### config.mk
export PLATFORM = sky130hd
export DESIGN_NAME = mem_port_arbiter_flat
export DESIGN_NICKNAME = d
export VERILOG_FILES = /design/src/rtl/mem_port_arbiter_if.sv /design/src/rtl/mem_port_arbiter.sv /design/src/flat_wrapper.sv
export SDC_FILE = /design/constraint.sdc
export NUM_CORES = 1
export LEC_CHECK = 0
export ABC_AREA = 1
export BUFFER_PORTS_ARGS = -buffer_cell sky130_fd_sc_hd__buf_4
export CORE_AREA = 3 3 199 201
export DETAILED_ROUTE_END_ITERATION = 8
export DIE_AREA = 0 0 202 204
export PLACE_DENSITY = 0.56
export SETUP_SLACK_MARGIN = 0.05
export SYNTH_ARGS = -nofsm -noshare
export SYNTH_HDL_FRONTEND = slang
export SYNTH_SLANG_ARGS = --single-unit
export TNS_END_PERCENT = 20
### constraint.sdc
create_clock -name clk -period 2 [get_ports clk]
set_clock_uncertainty 0.2 [all_clocks]
set_input_delay 0.3 -clock clk [delete_from_list [all_inputs] [get_ports clk]]
set_output_delay 0.3 -clock clk [all_outputs]
set_load 0.005 [all_outputs]
### src/rtl/mem_port_arbiter_if.sv
// Bundle of the instruction requester, data requester and shared memory
// port signals for mem_port_arbiter.
// slave  : the arbiter's view (takes requests, drives the memory port).
// master : the environment's view (requesters plus the memory itself).
// Handshake: a requester holds x_valid with stable fields until it wants to
// stop; the arbiter answers with a one-cycle x_ready carrying x_data. On the
// memory side m_valid is held with stable fields until a cycle where
// m_ready=1, in which m_data is taken.
interface mem_port_arbiter_if;
  logic        i_valid;
  logic [63:0] i_addr;
  logic        i_ready;
  logic [31:0] i_data;

  logic        d_valid;
  logic [63:0] d_addr;
  logic [7:0]  d_strobe;
  logic [63:0] d_wdata;
  logic        d_ready;
  logic [63:0] d_data;

  logic        m_valid;
  logic [63:0] m_addr;
  logic [7:0]  m_strobe;
  logic [63:0] m_wdata;
  logic        m_ready;
  logic [63:0] m_data;

  modport slave (
    input  i_valid, i_addr, d_valid, d_addr, d_strobe, d_wdata, m_ready, m_data,
    output i_ready, i_data, d_ready, d_data, m_valid, m_addr, m_strobe, m_wdata
  );

  modport master (
    output i_valid, i_addr, d_valid, d_addr, d_strobe, d_wdata, m_ready, m_data,
    input  i_ready, i_data, d_ready, d_data, m_valid, m_addr, m_strobe, m_wdata
  );
endinterface

### src/rtl/mem_port_arbiter.sv
// Two-requester arbiter onto a single memory port. Data (D) has fixed
// priority over instruction fetch (I). One transaction is in flight at a
// time: IDLE -> BUSY_x (memory access) -> RESP_x (one-cycle ready) -> IDLE.
// Optional macro ARB_STARVE_GUARD_EN adds a 4-bit starvation counter that
// forces an I grant after STARVE_LIMIT consecutive D grants while I waits.
// state_dbg exposes the FSM state: 0 IDLE, 1 BUSY_I, 2 BUSY_D, 3 RESP_I,
// 4 RESP_D.
module mem_port_arbiter #(
  parameter int unsigned STARVE_LIMIT = 4
) (
  input  logic                clk,
  input  logic                reset,
  mem_port_arbiter_if.slave   bus,
  output logic [2:0]          state_dbg
);

  typedef enum logic [2:0] {
    IDLE   = 3'd0,
    BUSY_I = 3'd1,
    BUSY_D = 3'd2,
    RESP_I = 3'd3,
    RESP_D = 3'd4
  } state_t;

  state_t      state, next_state;
  logic        grant_i, grant_d;
  logic        starve_hold;

  logic [63:0] addr_q;
  logic [7:0]  strobe_q;
  logic [63:0] wdata_q;
  logic        i_hi_q;
  logic [31:0] i_data_q;
  logic [63:0] d_data_q;

  // Byte offset bits of the fetch address do not affect the aligned access.
  logic        unused_i_addr_lo;
  assign unused_i_addr_lo = ^bus.i_addr[1:0];

`ifdef ARB_STARVE_GUARD_EN
  logic [3:0] starve_cnt;

  // Hold off D when I has waited through STARVE_LIMIT D grants.
  assign starve_hold = bus.i_valid && (starve_cnt == 4'(STARVE_LIMIT));

  // Starvation counter: counts D grants made while I waits, saturating.
  always_ff @(posedge clk or negedge reset) begin
    if (!reset) begin
      starve_cnt <= 4'd0;
    end else if (state == IDLE) begin
      if (grant_i) begin
        starve_cnt <= 4'd0;
      end else if (grant_d && bus.i_valid) begin
        if (starve_cnt != 4'hF) starve_cnt <= starve_cnt + 4'd1;
      end else if (!bus.i_valid) begin
        starve_cnt <= 4'd0;
      end
    end
  end
`else
  assign starve_hold = 1'b0;
`endif

  // State register.
  always_ff @(posedge clk or negedge reset) begin
    if (!reset) state <= IDLE;
    else        state <= next_state;
  end

  // Next-state and grant decode; requests are sampled only in IDLE.
  always_comb begin
    next_state = state;
    grant_i    = 1'b0;
    grant_d    = 1'b0;
    case (state)
      IDLE: begin
        if (bus.d_valid && !starve_hold) begin
          grant_d    = 1'b1;
          next_state = BUSY_D;
        end else if (bus.i_valid) begin
          grant_i    = 1'b1;
          next_state = BUSY_I;
        end
      end
      BUSY_I:  if (bus.m_ready) next_state = RESP_I;
      BUSY_D:  if (bus.m_ready) next_state = RESP_D;
      RESP_I:  next_state = IDLE;
      RESP_D:  next_state = IDLE;
      default: next_state = IDLE;
    endcase
  end

  // Request latch: captured on grant, held stable through BUSY.
  always_ff @(posedge clk or negedge reset) begin
    if (!reset) begin
      addr_q   <= 64'd0;
      strobe_q <= 8'd0;
      wdata_q  <= 64'd0;
      i_hi_q   <= 1'b0;
    end else if (grant_d) begin
      addr_q   <= bus.d_addr;
      strobe_q <= bus.d_strobe;
      wdata_q  <= bus.d_wdata;
    end else if (grant_i) begin
      addr_q   <= {bus.i_addr[63:3], 3'b000};
      strobe_q <= 8'h00;
      wdata_q  <= 64'd0;
      i_hi_q   <= bus.i_addr[2];
    end
  end

  // Response registers: loaded on the memory handshake, held otherwise.
  always_ff @(posedge clk or negedge reset) begin
    if (!reset) begin
      i_data_q <= 32'd0;
      d_data_q <= 64'd0;
    end else if (bus.m_ready) begin
      if (state == BUSY_I) i_data_q <= i_hi_q ? bus.m_data[63:32] : bus.m_data[31:0];
      if (state == BUSY_D) d_data_q <= bus.m_data;
    end
  end

  assign bus.m_valid  = (state == BUSY_I) || (state == BUSY_D);
  assign bus.m_addr   = addr_q;
  assign bus.m_strobe = strobe_q;
  assign bus.m_wdata  = wdata_q;
  assign bus.i_ready  = (state == RESP_I);
  assign bus.d_ready  = (state == RESP_D);
  assign bus.i_data   = i_data_q;
  assign bus.d_data   = d_data_q;
  assign state_dbg    = state;

endmodule

### src/flat_wrapper.sv
// flat-port wrapper written by rule: the top's interface ports become plain ports
module mem_port_arbiter_flat 
#(
  parameter int unsigned STARVE_LIMIT = 4
)
  (clk, reset, state_dbg, bus_i_valid, bus_i_addr, bus_d_valid, bus_d_addr, bus_d_strobe, bus_d_wdata, bus_m_ready, bus_m_data, bus_i_ready, bus_i_data, bus_d_ready, bus_d_data, bus_m_valid, bus_m_addr, bus_m_strobe, bus_m_wdata);
  mem_port_arbiter_if bus_i ();
  input  logic clk;
  input  logic reset;
  output logic [2:0] state_dbg;
  input wire logic [$bits(bus_i.i_valid)-1:0] bus_i_valid;
  input wire logic [$bits(bus_i.i_addr)-1:0] bus_i_addr;
  input wire logic [$bits(bus_i.d_valid)-1:0] bus_d_valid;
  input wire logic [$bits(bus_i.d_addr)-1:0] bus_d_addr;
  input wire logic [$bits(bus_i.d_strobe)-1:0] bus_d_strobe;
  input wire logic [$bits(bus_i.d_wdata)-1:0] bus_d_wdata;
  input wire logic [$bits(bus_i.m_ready)-1:0] bus_m_ready;
  input wire logic [$bits(bus_i.m_data)-1:0] bus_m_data;
  output wire logic [$bits(bus_i.i_ready)-1:0] bus_i_ready;
  output wire logic [$bits(bus_i.i_data)-1:0] bus_i_data;
  output wire logic [$bits(bus_i.d_ready)-1:0] bus_d_ready;
  output wire logic [$bits(bus_i.d_data)-1:0] bus_d_data;
  output wire logic [$bits(bus_i.m_valid)-1:0] bus_m_valid;
  output wire logic [$bits(bus_i.m_addr)-1:0] bus_m_addr;
  output wire logic [$bits(bus_i.m_strobe)-1:0] bus_m_strobe;
  output wire logic [$bits(bus_i.m_wdata)-1:0] bus_m_wdata;
  assign bus_i.i_valid = bus_i_valid;
  assign bus_i.i_addr = bus_i_addr;
  assign bus_i.d_valid = bus_d_valid;
  assign bus_i.d_addr = bus_d_addr;
  assign bus_i.d_strobe = bus_d_strobe;
  assign bus_i.d_wdata = bus_d_wdata;
  assign bus_i.m_ready = bus_m_ready;
  assign bus_i.m_data = bus_m_data;
  assign bus_i_ready = bus_i.i_ready;
  assign bus_i_data = bus_i.i_data;
  assign bus_d_ready = bus_i.d_ready;
  assign bus_d_data = bus_i.d_data;
  assign bus_m_valid = bus_i.m_valid;
  assign bus_m_addr = bus_i.m_addr;
  assign bus_m_strobe = bus_i.m_strobe;
  assign bus_m_wdata = bus_i.m_wdata;
  mem_port_arbiter #(.STARVE_LIMIT(STARVE_LIMIT)) u_core (.clk(clk), .reset(reset), .bus(bus_i), .state_dbg(state_dbg));
endmodule
==> out/summary.json, run 1 <==
{
  "run_status": "finished clean",
  "maxCapViolCount": 0,
  "final_layout_size_suffix_gt1_frac": 0.2901,
  "final.setup.tns_ps": 0,
  "timing.fmax_mhz": 520.9,
  "critPathMostFrequentCell": "sky130_fd_sc_hd__buf_6",
  "numCtsBuffers": 27,
  "critical_path.cell_chain": "buf_6 > nor3_2 > buf_4 > buf_6",
  "vias_per_cell": 4.508,
  "crit_path_end": "bus_d_ready",
  "yosys_register_bits": 236,
  "ir_worst_vdd_v": 0.0006072,
  "die_area_mm2": 0.04121,
  "gp_routability_congestion": 0.8708,
  "hold_class": "primary input to async pin",
  "floorplan.rows": 71,
  "multiInputGateArea_mm2": 0.003969,
  "timing.critical_path.slowest_stage_cell": "sky130_fd_sc_hd__dfrtp_2",
  "drt-pass1-iter-count": 5,
  "clk_latency_ps": 530,
  "r2r_path_start": "u_core.state_dbg[2]$_DFFE_PN0P_",
  "areaGrowthSynthToFinish_pct": 77.40,
  "post_synth_inst_count": 1306,
  "hpwlAfterDp_um": 28350,
  "finalMaxSlewViolations": 0,
  "crit_path_start": "u_core.state_dbg[0]$_DFFE_PN0P_",
  "finalHoldViolCount": 0,
  "detail_route.drc_violations": 0,
  "layout_fillers": 3526,
  "tritoncts": "done",
  "numClockSinks": 236,
  "synthDistinctLibCells": 18,
  "core_area_mm2": 0.03776,
  "antenna_found_initial": 1,
  "globalRouteTotalUtil": 0.1974,
  "power.static_leakage_nw": 9.899,
  "buffer_ports.inserted": 504,
  "grt_pass1_wl_um": 66520,
  "yosysSeqAreaShare": 0.5675,
  "num_io_pins": 507,
  "grt_pass1_vias": 12070,
  "avgSynthCellArea_um2": 7.968,
  "netlist_area_mm2": 0.01041,
  "mostFrequentLayoutCell": "sky130_fd_sc_hd__nand2_1",
  "layout_min_cycle_time_ps": 1920,
  "grt_setup_unrepaired": "yes",
  "final_cell_mix": "622 x sky130_fd_sc_hd__nand2_1, 528 x sky130_fd_sc_hd__buf_4, 264 x sky130_fd_sc_hd__dlygate4sd3_1, 232 x sky130_fd_sc_hd__dfrtp_1, 202 x sky130_fd_sc_hd__nand3_1",
  "final_net_count": 2323,
  "drt_first_iter_violations": 745,
  "timing.critical_path.arrival_ps": 1420,
  "post-place-cells": 2267,
  "die_x_um": 202,
  "clk_root_buffer_cell": "sky130_fd_sc_hd__clkbuf_16",
  "synthesis.nets": 1575,
  "die-height_um": 204,
  "start_util": 0.2756,
  "grt_max_degree": 79,
  "maxSlewHeadroom": 0.6359,
  "drt.antenna.violating_nets": 0,
  "final.period_utilization": 0.9599,
  "finalSetupViolCount": 0,
  "layoutNonFillerInstCount": 2584,
  "cp_data_required_time_ps": 1500,
  "routed_wl_um": 42250,
  "timing.reg2reg.worst_path_depth": 7,
  "timing.setup.critical_path_class": "register to output port",
  "worstMarginPinSlew_ps": 546.2,
  "reg2reg_slack_ps": 170,
  "worstSetupStartpointType": "register",
  "yosysWarnings": 0,
  "worst_path_largest_cell_delay_ps": 410,
  "globalRoute.totalOverflow": 0,
  "cts.reportedPaths.clkPinSlew_ps": 60,
  "per_cell_routed_wire_length_um": 16.35,
  "critPathCaptureType": "output port",
  "dr_total_vias": 11650,
  "power-per-cell-area_mw_per_mm2": 1284,
  "htree_levels": 1,
  "worst-path-max-fanout": 5,
  "rr_endpoint": "u_core.bus.m_addr[5]$_DFFE_PN0P_",
  "cts_max_path_buffers": 3,
  "sequential_cell_area_mm2": 0.005911
}
-- worst min-delay path by stage --
| stage | from | endpoint |
|---|---|---|
| after detailed placement | reset | u_core.bus.d_data[19]$_DFFE_PN0P_ |
| after CTS | reset | u_core.bus.d_data[29]$_DFFE_PN0P_ |
| after global routing | bus_d_addr[46] | u_core.bus.m_addr[46]$_DFFE_PN0P_ |
| after global placement | reset | u_core.bus.d_data[19]$_DFFE_PN0P_ |
| after floorplan | reset | u_core.bus.d_data[0]$_DFFE_PN0P_ |
| final | reset | u_core.bus.d_data[19]$_DFFE_PN0P_ |
-- where the power goes --
group	switching [W]	leakage, nW	internal [W]
combinational	0.00552	6.52	0.00525
clock	0.00193	0.404	0.00274
sequential	0.00132	2.97	0.00694
total	0.00877	9.90	0.0149
-- cells by family (layout without fill, tap and decap cells) --
logic type | Yosys count | count (layout) | synth area share
simple gates | 840 | 840 | 0.3298
flops | 236 | 236 | 0.5675
buf+inv | 133 | 899 | 0.05603
compound gates | 97 | 97 | 0.04665
other cells | 0 | 1 | 0
-- sequential cells by signal (all words and copies together), names as in the netlist --
name and count:
u_core.state_dbg 3, u_core.bus.m_addr 64, u_core.bus.m_wdata 64, u_core.bus.m_strobe 8
u_core.bus.i_data 32, u_core.bus.d_data 64, u_core.i_hi_q 1
-- timing repair --
action	CTS	global route
buffers inserted	4	1
hold endpoints to repair	470	0
hold buffers	264	0
endpoints found under the setup margin	3	3
gates resized for setup	8	5
pin swaps	2	1
-- synth_stat cells (all sizes together) --
master | count | area share
dfrtp | 236 | 0.57
clkbuf | 32 | 0.012
nand2 | 626 | 0.23
o21ai | 97 | 0.047
inv | 41 | 0.015
nor3 | 2 | 0.00096
buf | 60 | 0.029
nor2 | 7 | 0.0035
nand3b | 1 | 0.00072
nand3 | 204 | 0.099
-- final cells by class --
type,instances,share of cell area
clock buffer,45,0.04406
inverter,41,0.008472
timing repair buffer,811,0.3768
tap,511,0.03463
clock inverter,2,0.0007456
antenna,1,0.0001356
multi-input combinational,937,0.2150
sequential,236,0.3202
-- layer usage --
metal	track usage	share of wire
met1	0.2404	0.40
met2	0.3347	0.48
met3	0.05399	0.084
met4	0.07575	0.041
met5	0	0
-- metrics by stage --
step / setup slack [ps] / area, um2 / power (W) / util / hold WS (ps)
finish: 80.24 / 18460 / 0.02370 / 0.4889 / 42.94
global placement: 147.2 / 14920 / 0.01845 / 0.3951 / 17.82
global route: 1.749 / 18460 / 0.02555 / 0.4889 / 33.33
detailed placement: 94.27 / 14920 / 0.01859 / 0.3951 / 17.86
floorplan: 441.1 / 10410 / 0.01256 / - / -195.6
CTS: 21.96 / 18440 / 0.02390 / 0.4883 / 23.96
-- critical path: cells and delay by family (launching register included) --
kind                   cells  cell delay [ps]
flip-flops                 1              410
AND/OR/NAND/NOR            1              100
buffers and inverters      3              370
Note: power is estimated with default switching activity, not from simulation.
==> inputs of run 2 (changes only) <==
- clock period: 2 -> 2.05 ns (I/O delays scaled with it)
==> out/summary.json, run 2 (synthesized netlist as in run 1, its figures left out) <==
{
  "antenna_found_initial": 1,
  "drt-pass1-iter-count": 5,
  "final_cell_mix": "622 x sky130_fd_sc_hd__nand2_1, 521 x sky130_fd_sc_hd__buf_4, 266 x sky130_fd_sc_hd__dlygate4sd3_1, 233 x sky130_fd_sc_hd__dfrtp_1, 202 x sky130_fd_sc_hd__nand3_1",
  "die-height_um": 204,
  "finalSetupViolCount": 0,
  "worstSetupStartpointType": "register",
  "maxSlewHeadroom": 0.7035,
  "crit_family": "flip-flops",
  "finalHoldViolCount": 0,
  "final_layout_size_suffix_gt1_frac": 0.2905,
  "final.period_utilization": 0.9691,
  "timing.critical_path.slowest_stage_cell": "sky130_fd_sc_hd__dfrtp_2",
  "cp_data_required_time_ps": 1540,
  "worstMarginPinSlew_ps": 440.1,
  "critical_path.cell_chain": "nor2_4 > nand2_2 > buf_6 > nand2_2 > buf_6",
  "buffer_ports.inserted": 504,
  "die_x_um": 202,
  "worst_path_largest_cell_delay_ps": 440,
  "tritoncts": "done",
  "die_area_mm2": 0.04121,
  "core_area_mm2": 0.03776,
  "clk_latency_ps": 540,
  "start_util": 0.2756,
  "hold_class": "primary input to register",
  "drt_first_iter_violations": 633,
  "routed_wl_um": 42560,
  "cts_max_path_buffers": 3,
  "globalRouteTotalUtil": 0.1987,
  "power.static_leakage_nw": 9.959,
  "clk_root_buffer_cell": "sky130_fd_sc_hd__clkbuf_16",
  "dr_total_vias": 11670,
  "timing.critical_path.arrival_ps": 1480,
  "design_power_total_w": 0.02391,
  "detail_route.drc_violations": 0,
  "gr-usage-met1": 0.2403,
  "gp_routability_congestion": 0.8570,
  "maxCapViolCount": 0,
  "ir_worst_vdd_v": 0.0006795,
  "global_route.usage.met2": 0.3301,
  "layoutNonFillerInstCount": 2582,
  "global_route_track_usage_on_met3": 0.06116,
  "worst-path-max-fanout": 4,
  "drt.antenna.violating_nets": 0,
  "final_net_count": 2318,
  "timing.setup.critical_path_class": "register to output port",
  "post-place-cells": 2260,
  "vias_per_cell": 4.521,
  "place_worst_setup_slack_ps": 142.4,
  "areaGrowthSynthToFinish_pct": 78.71,
  "finalMaxSlewViolations": 0,
  "grt_pass1_vias": 12150,
  "per_cell_routed_wire_length_um": 16.48,
  "power-per-cell-area_mw_per_mm2": 1285,
  "final.hold.worst_slack_ps": 131.4,
  "hpwlAfterDp_um": 28100,
  "grt_pass1_wl_um": 66810,
  "numClockSinks": 236,
  "layout_min_cycle_time_ps": 1987,
  "timing.reg2reg.worst_path_depth": 8,
  "cts.reportedPaths.clkPinSlew_ps": 60,
  "layout_fillers": 3521,
  "htree_levels": 1,
  "cp_num_cells": 5,
  "num_io_pins": 507,
  "place_area_mm2": 0.01487,
  "top_usage_layer": "met2",
  "globalRoute.totalOverflow": 0,
  "final_design_area_no_fill_mm2": 0.01860,
  "final.setup.worst_slack_ps": 63.37,
  "grt_max_degree": 97,
  "run_status": "finished clean",
  "hold_depth": 6,
  "timing.fmax_mhz": 503.4,
  "critPathCaptureType": "output port",
  "floorplan.rows": 71,
  "mostFrequentLayoutCell": "sky130_fd_sc_hd__nand2_1",
  "critical_path_buf_inv_count": 2,
  "numCtsBuffers": 27,
  "grt_setup_unrepaired": "yes"
}
-- run 2: cell types whose count changed in the layout (fill, tap and decap cells not counted), moves of 2 or more --
cell                            delta
sky130_fd_sc_hd__dlygate4sd3_1     +2
sky130_fd_sc_hd__bufinv_16         +6
sky130_fd_sc_hd__clkbuf_1          -7
sky130_fd_sc_hd__clkinv_4          +2
sky130_fd_sc_hd__buf_4             -7
-- run 2: layout make-up --
| cell class | instances | area [um2] | share of cell area |
|---|---|---|---|
| Multi-Input combinational cell | 937 | 3969 | 0.2134 |
| Tap cell | 511 | 639.4 | 0.03438 |
| Antenna cell | 2 | 5.005 | 0.0002691 |
| Timing Repair Buffer | 806 | 6923 | 0.3723 |
| Inverter | 41 | 153.9 | 0.008276 |
| Sequential cell | 236 | 5909 | 0.3178 |
| Clock inverter | 12 | 224.0 | 0.01204 |
| Clock buffer | 37 | 773.2 | 0.04158 |
-- run 2: what timing repair did --
action	CTS	global route
endpoints found under the setup margin	3	22
hold endpoints to repair	471	1
gates cloned	0	0
pin swaps	2	1
gates resized for setup	9	1
hold buffers	266	1
buffers inserted	5	0
-- run 2: per-stage QoR --
stage	TNS (ps)	utilization
4_1_cts	0	0.4924
6_report	0	0.4926
3_3_place_gp	0	0.3937
5_1_grt	-7.470	0.4925
3_5_place_dp	0	0.3937
2_1_floorplan	0	-
-- run 2: path summary, 6_finish.rpt --
check / start / slack (ps) / end
max: u_core.state_dbg[2]$_DFFE_PN0P_ / 60 / bus_m_valid
min: bus_d_valid / 130 / u_core.state_dbg[0]$_DFFE_PN0P_
max reg2reg: u_core.state_dbg[2]$_DFFE_PN0P_ / 220 / u_core.bus.m_addr[44]$_DFFE_PN0P_
min reg2reg: u_core.bus.d_data[60]$_DFFE_PN0P_ / 280 / u_core.bus.d_data[60]$_DFFE_PN0P_
max in group asynchronous: reset / 440 / u_core.bus.m_addr[37]$_DFFE_PN0P_
min in group asynchronous: reset / 550 / u_core.bus.d_data[54]$_DFFE_PN0P_
-- run 2: worst register-to-register path: stages (launching register included) --
cell                      delay (ps)
sky130_fd_sc_hd__dfrtp_2         440
sky130_fd_sc_hd__nor2_4          120
sky130_fd_sc_hd__buf_4           200
sky130_fd_sc_hd__nand2_8         200
sky130_fd_sc_hd__buf_4           300
sky130_fd_sc_hd__nand2_1          90
sky130_fd_sc_hd__nand2_1          60
sky130_fd_sc_hd__nand2_1          60
sky130_fd_sc_hd__nand2_1          50
-- run 2: metal layers --
layer	wire [um]	up-vias
li1	-	5624
met4	1831	0
met3	3693	110
met1	17110	5443
met2	19930	495
met5	0	-
-- run 2: where the power goes --
part           switching [W]  internal (W)
registers            0.00120       0.00677
logic                0.00549       0.00507
clock network        0.00200       0.00339
==> inputs of run 3 (changes only) <==
- RECOVER_POWER: not set -> 100
- SLEW_MARGIN: not set -> 25
==> out/summary.json, run 3 (synthesized netlist as in run 1, its figures left out) <==
{
  "layout_fillers": 3666,
  "numCtsBuffers": 27,
  "num_io_pins": 507,
  "layoutNonFillerInstCount": 2584,
  "globalRoute.totalOverflow": 0,
  "maxSlewHeadroom": 0.2542,
  "post-place-cells": 2260,
  "die_area_mm2": 0.04121,
  "htree_levels": 1,
  "cts_max_path_buffers": 3,
  "numClockSinks": 236,
  "place_worst_setup_slack_ps": 142.4,
  "die_x_um": 202,
  "globalRouteTotalUtil": 0.1987,
  "buffer_ports.inserted": 504,
  "final.setup.worst_slack_ps": 100.3,
  "layout_min_cycle_time_ps": 1950,
  "critPathCaptureType": "output port",
  "worstSetupStartpointType": "register",
  "final_layout_size_suffix_gt1_frac": 0.2226,
  "finalMaxSlewViolations": 0,
  "detail_route.drc_violations": 0,
  "final_cell_mix": "622 x sky130_fd_sc_hd__nand2_1, 281 x sky130_fd_sc_hd__buf_4, 265 x sky130_fd_sc_hd__dlygate4sd3_1, 233 x sky130_fd_sc_hd__dfrtp_1, 201 x sky130_fd_sc_hd__nand3_1",
  "mostFrequentLayoutCell": "sky130_fd_sc_hd__nand2_1",
  "multiInputGateArea_mm2": 0.003983,
  "hold_class": "primary input to register",
  "routed_wl_um": 42670,
  "dr_total_vias": 11730,
  "worst-path-max-fanout": 5,
  "hpwlAfterDp_um": 28100,
  "timing.setup.critical_path_class": "register to output port",
  "drt-pass1-iter-count": 5,
  "final_net_count": 2320,
  "cp_data_required_time_ps": 1540,
  "sequential_cell_area_mm2": 0.005909,
  "vias_per_cell": 4.538,
  "grt_max_degree": 97,
  "gp_routability_congestion": 0.8570,
  "final.period_utilization": 0.9511,
  "finalSetupViolCount": 0,
  "drt_first_iter_violations": 614,
  "floorplan.rows": 71,
  "die-height_um": 204,
  "worstMarginPinSlew_ps": 1119,
  "tritoncts": "done",
  "power-per-cell-area_mw_per_mm2": 1267,
  "cts.reportedPaths.clkPinSlew_ps": 60,
  "per_cell_routed_wire_length_um": 16.51,
  "finalHoldViolCount": 0,
  "grt_pass1_wl_um": 66810,
  "timing.critical_path.arrival_ps": 1440,
  "grt_pass1_vias": 12150,
  "clk_root_buffer_cell": "sky130_fd_sc_hd__clkbuf_16",
  "ir_worst_vdd_v": 0.0006540,
  "timing.reg2reg.worst_path_depth": 8,
  "antenna_found_initial": 1,
  "core_area_mm2": 0.03776,
  "areaGrowthSynthToFinish_pct": 72.78,
  "power.static_leakage_nw": 9.342,
  "drt.antenna.violating_nets": 0,
  "maxCapViolCount": 0,
  "grt_setup_unrepaired": "yes",
  "timing.fmax_mhz": 512.9,
  "hold_depth": 6,
  "start_util": 0.2756,
  "clk_latency_ps": 540,
  "final.setup.tns_ps": 0,
  "run_status": "finished clean"
}
-- run 3: cell count changes in the layout (fill, tap and decap cells not counted), sizes merged --
| cell | delta |
|---|---|
| buf | -245 |
| dlygate4sd3 | -1 |
| clkbuf | +248 |
-- run 3: critical path: stages (launching register included) --
cell                       delay (ps)
sky130_fd_sc_hd__dfrtp_2          460
sky130_fd_sc_hd__nor3_4           180
sky130_fd_sc_hd__clkbuf_2         160
sky130_fd_sc_hd__buf_6            100
-- run 3: layer usage --
| layer | vias up | GRT usage | routed length [um] | part of all wire |
|---|---|---|---|---|
| li1 | 5629 | - | - | - |
| met1 | 5449 | 0.2403 | 17080 | 0.40 |
| met2 | 533 | 0.3301 | 19940 | 0.47 |
| met3 | 115 | 0.06116 | 3768 | 0.088 |
| met4 | 0 | 0.08323 | 1873 | 0.044 |
| met5 | - | 0 | 0 | 0 |
-- run 3: final timing paths --
| path | from | end | slack, ps |
|---|---|---|---|
| max | u_core.state_dbg[1]$_DFFE_PN0P_ | bus_d_ready | 100 |
| min | bus_d_valid | u_core.state_dbg[0]$_DFFE_PN0P_ | 130 |
| max reg2reg | u_core.state_dbg[1]$_DFFE_PN0P_ | u_core.bus.m_addr[4]$_DFFE_PN0P_ | 150 |
| min reg2reg | u_core.bus.d_data[60]$_DFFE_PN0P_ | u_core.bus.d_data[60]$_DFFE_PN0P_ | 280 |
| max in group asynchronous | reset | u_core.bus.m_strobe[1]$_DFFE_PN0P_ | 440 |
| min in group asynchronous | reset | u_core.bus.d_data[57]$_DFFE_PN0P_ | 380 |
-- run 3: area by class of cell --
cell class	count	share of cell area
diodes	2	0.0002784
clock buffers	37	0.04301
clock inverters	12	0.01246
inverters	41	0.008560
multi-input cells	937	0.2215
flip-flops and latches	236	0.3287
well taps	511	0.03556
repair buffers	808	0.3500
-- run 3: repair_timing --
item	CTS	global route
setup buffers	5	3
cloned	0	0
pin swaps	2	4
resized for setup	9	7
endpoints found under the setup margin	3	3
hold buffers	266	0
endpoints found under the hold margin	471	0
-- run 3: power breakdown --
group          total (W)  switching [W]  internal (W)  leakage (nW)
Combinational    0.00948        0.00550       0.00398          5.88
Clock            0.00539        0.00200       0.00339         0.486
Sequential       0.00791        0.00115       0.00676          2.97
Total             0.0228        0.00864        0.0141          9.34
-- run 3: metrics by stage --
| step | hold slack, ps | utilization | total power (W) | cell area, um2 |
|---|---|---|---|---|
| 2_1_floorplan | -188.1 | - | 0.01226 | 10410 |
| 4_1_cts | 106.5 | 0.4924 | 0.02415 | 18590 |
| 5_1_grt | 174.4 | 0.4762 | 0.02453 | 17980 |
| 3_3_place_gp | -36.92 | 0.3937 | 0.01792 | 14870 |
| 3_5_place_dp | -34.29 | 0.3937 | 0.01808 | 14870 |
| 6_report | 131.9 | 0.4762 | 0.02278 | 17980 |
